**src/rtl/song_reader.sv**
```systemverilog
// song_reader: walks a song's note ROM and hands each
// {note, duration} to the note player with a one-cycle strobe.
module song_reader #(
  parameter int SONG_BITS = 4,
  parameter int IDX_BITS  = 5,
  parameter int NOTE_BITS = 6,
  parameter int DUR_BITS  = 6
) (
  input  logic                          clk,
  input  logic                          reset,
  input  logic                          play,
  input  logic                          reset_player,
  input  logic [SONG_BITS-1:0]          song,
  input  logic                          note_done,
  output logic [SONG_BITS+IDX_BITS-1:0] rom_addr,
  input  logic [NOTE_BITS+DUR_BITS-1:0] rom_data,
  output logic [NOTE_BITS-1:0]          note,
  output logic [DUR_BITS-1:0]           duration,
  output logic                          new_note,
  output logic                          song_done
);

  localparam int NOTES = 2 ** IDX_BITS;
  localparam logic [IDX_BITS-1:0] LAST =
    IDX_BITS'(NOTES - 1);

  typedef enum logic [2:0] {
    S_IDLE,
    S_FETCH,
    S_LATCH,
    S_ISSUE,
    S_WAIT,
    S_DONE
  } state_t;

  state_t                r_state;
  logic [IDX_BITS-1:0]   r_idx;
  logic [NOTE_BITS-1:0]  r_note;
  logic [DUR_BITS-1:0]   r_dur;
  logic                  r_issue;
  logic                  r_done;

  logic [NOTE_BITS-1:0]  w_note;
  logic [DUR_BITS-1:0]   w_dur;
  logic                  w_last;

  assign w_dur  = rom_data[DUR_BITS-1:0];
  assign w_note =
    rom_data[NOTE_BITS+DUR_BITS-1:DUR_BITS];
  assign w_last = (r_idx == LAST);

  assign rom_addr  = {song, r_idx};
  assign note      = r_note;
  assign duration  = r_dur;
  // A restart cycle never announces a note.
  assign new_note  = r_issue & ~reset_player;
  assign song_done = r_done;

  always_ff @(posedge clk or negedge reset) begin
    if (!reset) begin
      r_state <= S_IDLE;
      r_idx   <= '0;
      r_note  <= '0;
      r_dur   <= '0;
      r_issue <= 1'b0;
      r_done  <= 1'b0;
    end else if (reset_player) begin
      r_state <= S_IDLE;
      r_idx   <= '0;
      r_note  <= '0;
      r_dur   <= '0;
      r_issue <= 1'b0;
      r_done  <= 1'b0;
    end else begin
      r_issue <= 1'b0;
      r_done  <= 1'b0;
      unique case (r_state)
        S_IDLE: begin
          if (play) begin
            r_state <= S_FETCH;
          end
        end
        S_FETCH: begin
          if (play) begin
            r_state <= S_LATCH;
          end
        end
        S_LATCH: begin
          if (play) begin
            if (w_dur == '0) begin
              r_state <= S_DONE;
              r_done  <= 1'b1;
            end else begin
              r_note  <= w_note;
              r_dur   <= w_dur;
              r_state <= S_ISSUE;
              r_issue <= 1'b1;
            end
          end
        end
        // Strobe is exactly one cycle wide.
        S_ISSUE: begin
          r_state <= S_WAIT;
        end
        S_WAIT: begin
          if (play && note_done) begin
            if (w_last) begin
              r_state <= S_DONE;
              r_done  <= 1'b1;
            end else begin
              r_idx   <= r_idx + IDX_BITS'(1);
              r_state <= S_FETCH;
            end
          end
        end
        S_DONE: begin
          r_idx   <= '0;
          r_state <= S_IDLE;
        end
        default: begin
          r_state <= S_IDLE;
        end
      endcase
    end
  end

endmodule

```
**config.mk**
```make
export PLATFORM = sky130hd
export DESIGN_NAME = song_reader
export DESIGN_NICKNAME = d
export VERILOG_FILES = /design/src/rtl/song_reader.sv
export SDC_FILE = /design/constraint.sdc
export NUM_CORES = 1
export LEC_CHECK = 0
export ABC_AREA = 1
export CAP_MARGIN = 25
export CORE_ASPECT_RATIO = 0.6
export CORE_MARGIN = 3
export CORE_UTILIZATION = 51
export CTS_BUF_LIST = sky130_fd_sc_hd__clkbuf_4
export DETAILED_ROUTE_END_ITERATION = 16
export PLACE_DENSITY = 0.93
export SLEW_MARGIN = 20
export SYNTH_ARGS = -nofsm -noshare
export SYNTH_HDL_FRONTEND = slang
export SYNTH_SLANG_ARGS = --single-unit
export TNS_END_PERCENT = 5
```
**constraint.sdc**
```tcl
create_clock -name clk -period 3.52 [get_ports clk]
set_clock_uncertainty 0.1 [all_clocks]
set_input_delay 0.704 -clock clk [delete_from_list [all_inputs] [get_ports clk]]
set_output_delay 0.704 -clock clk [all_outputs]
set_load 0.005 [all_outputs]
```
==> results.toml <==
[run_status]
status = "completed"

[critical_path]
crit_fanout = 2
r2r-start = "r_idx[0]"
arrival_ns = 1.79
worst_ep_required_time_ns = 2.72
worstSetupPathType = "input port to output port"
crit_start = "reset_player"
start_kind = "input port"
worstSetupEndpointType = "output port"

[detailed_routing]
wire_per_inst_um = 13.8
drc_errors = 0
drtAntennaViolNets = 0
drtPass1Iterations = 4
wirelength_um = 3310
vias_per_cell = 5.46
drt_iter0_markers = 77
dr_total_vias = 1310

[global_route]
grt_pass1_wl_um = 5220
grt_usage = 0.210
grt_pass1_vias = 1205
overflow = 0
grt_start_max_net_pins = 23
antenna_found_initial = 0

[die]
die_w_um = 72.9
fp.dieArea_sq_um = 3360
die_y_um = 46.1
rows = 13
start_util = 0.584
core_area_sq_um = 2340
io_pins = 44

[cts]
cts_buffer_depth = 2
cts-buffers-inserted = 3
cts_resized = 0
clk-insertion-delay-late_ns = 0.32
cts_tree = "done"
clock-root-buffer = "clkbuf_4"
cts.sinks = 22
clk_pin_slew_ns = 0.12
cts_hold_buffers = 0
htreeDepth = 1
post_cts_buffers = 0

[sta]
drv_slew = 0
relSlewSlack = 0.666
finalSetupTns_ns = 0
max_freq_mhz = 386
finalSetupViolCount = 0
post-route-min-period_ns = 2.59
finalWorstSetupSlack_ns = 0.931
rsz0062_at_grt = "false"
worst_slew_pin_slew_ns = 0.501
min_period_over_period = 0.736
finalHoldViolations = 0

[yosys]
ys.flop_type = "dfrtp_1"
synthArstFlopShare = 1.00
ys_types = 23
synth_edf_count = 0
syn_nets = 204
synth-seq-cells = 22
yosysSeqAreaShare = 0.403
synth_cells = 181
netlist_area_sq_um = 1370
yosysWarnings = 0
syn_avg_cell_area_sq_um = 7.56

[placement]
port_buffers = 35
gp_routability_congestion = 0.871
place_area_sq_um = 1680
dp_hpwl_um = 2510
place_ws_ns = 0.920
dp.cells = 236

[final_layout]
fin_nets = 234
area_growth_syn_to_layout_pct = 26.2
final_area_sq_um = 1730
final.fill_count = 178
fin_cells = 240
final_core_util = 0.737
drive_above_1_share = 0.138
n_antenna_cell = 0

[power]
p_per_area_nw_per_um2 = 379
ir_worst_vdd_mv = 0.281
power_leakage_nw = 0.850

[worst_hold_path]
hold_path.class = "input port to async pin"

[flow_run]
cap_violations = 0
## worst max-delay path: stages
cell	delay, ns
clkdlybuf4s50_1	0.45
nor2_1	0.12
clkdlybuf4s50_1	0.51
## through the flow
step / hold WS [ns] / power, mW
CTS: 0.440 / 0.661
floorplan: 0.308 / 0.387
detailed placement: 0.402 / 0.459
global placement: 0.399 / 0.452
finish: 0.227 / 0.653
global route: 0.244 / 0.687
## sequential cells by signal (all words and copies together) (netlist names)
signal / count
song_done: 1
duration: 6
r_state: 3
note: 6
r_idx: 5
r_issue: 1
## cell usage in the layout, fill, tap and decap left out, drive strengths merged, types with 3 or more instances in the layout
cell type / count
clkdlybuf4s50: 34
dfrtp: 22
nand2: 51
nand3: 19
clkbuf: 3
nand4: 15
o21ai: 4
nor2: 28
inv: 25
## path summary, 6_finish.rpt
check	end	slack, ns	cells after the start
setup / recovery	new_note	0.93	3
hold / removal	song_done	0.23	1
setup reg to reg	r_idx[3]	1.79	11
hold reg to reg	duration[2]	0.43	2
max in group asynchronous	duration[0]	2.76	1
min in group clk	duration[2]	0.43	2
## Yosys cell counts (2+ instances only)
cell	n	area, sq um
buf_4	6	45.0
nand2_1	49	184
nand4_1	15	93.8
nand3_2	11	110
a21oi_1	2	10.0
ha_1	2	25.0
o21ai_1	4	20.0
nor2_1	26	97.6
inv_1	19	71.3
dfrtp_1	22	551
buf_2	2	10.0
inv_2	5	18.8
nand3_1	7	35.0
nor2_2	2	12.5
## layer usage
layer / wire length, um / GRT usage / vias up
li1: - / - / 629
met1: 1440 / 0.256 / 607
met2: 1540 / 0.346 / 66
met3: 276 / 0.0675 / 8
met4: 59 / 0.0956 / 0
met5: 0 / 0 / -
## cells by family after synthesis
family / after synthesis / synth area share
and+or+nand+nor: 114 / 0.420
buffers and inverters: 36 / 0.133
DFF: 22 / 0.403
AOI/OAI and AO/OA: 7 / 0.0265
adders and majority gates: 2 / 0.0183
## area by class of cell
cell class	instances	area, sq um	share of cell area
inverters	25	96.3	0.0558
clock buffers	3	22.5	0.0131
repair buffers	36	353	0.204
flip-flops and latches	22	551	0.319
well taps	30	37.5	0.0218
multi-input cells	123	636	0.368
clock inverters	1	30.0	0.0174
## where the power goes
group	internal (mW)	switching, mW
logic	0.0772	0.0778
registers	0.276	0.0244
clock network	0.115	0.0831
total	0.468	0.185
No activity file was read; power rests on OpenSTA's default activity.
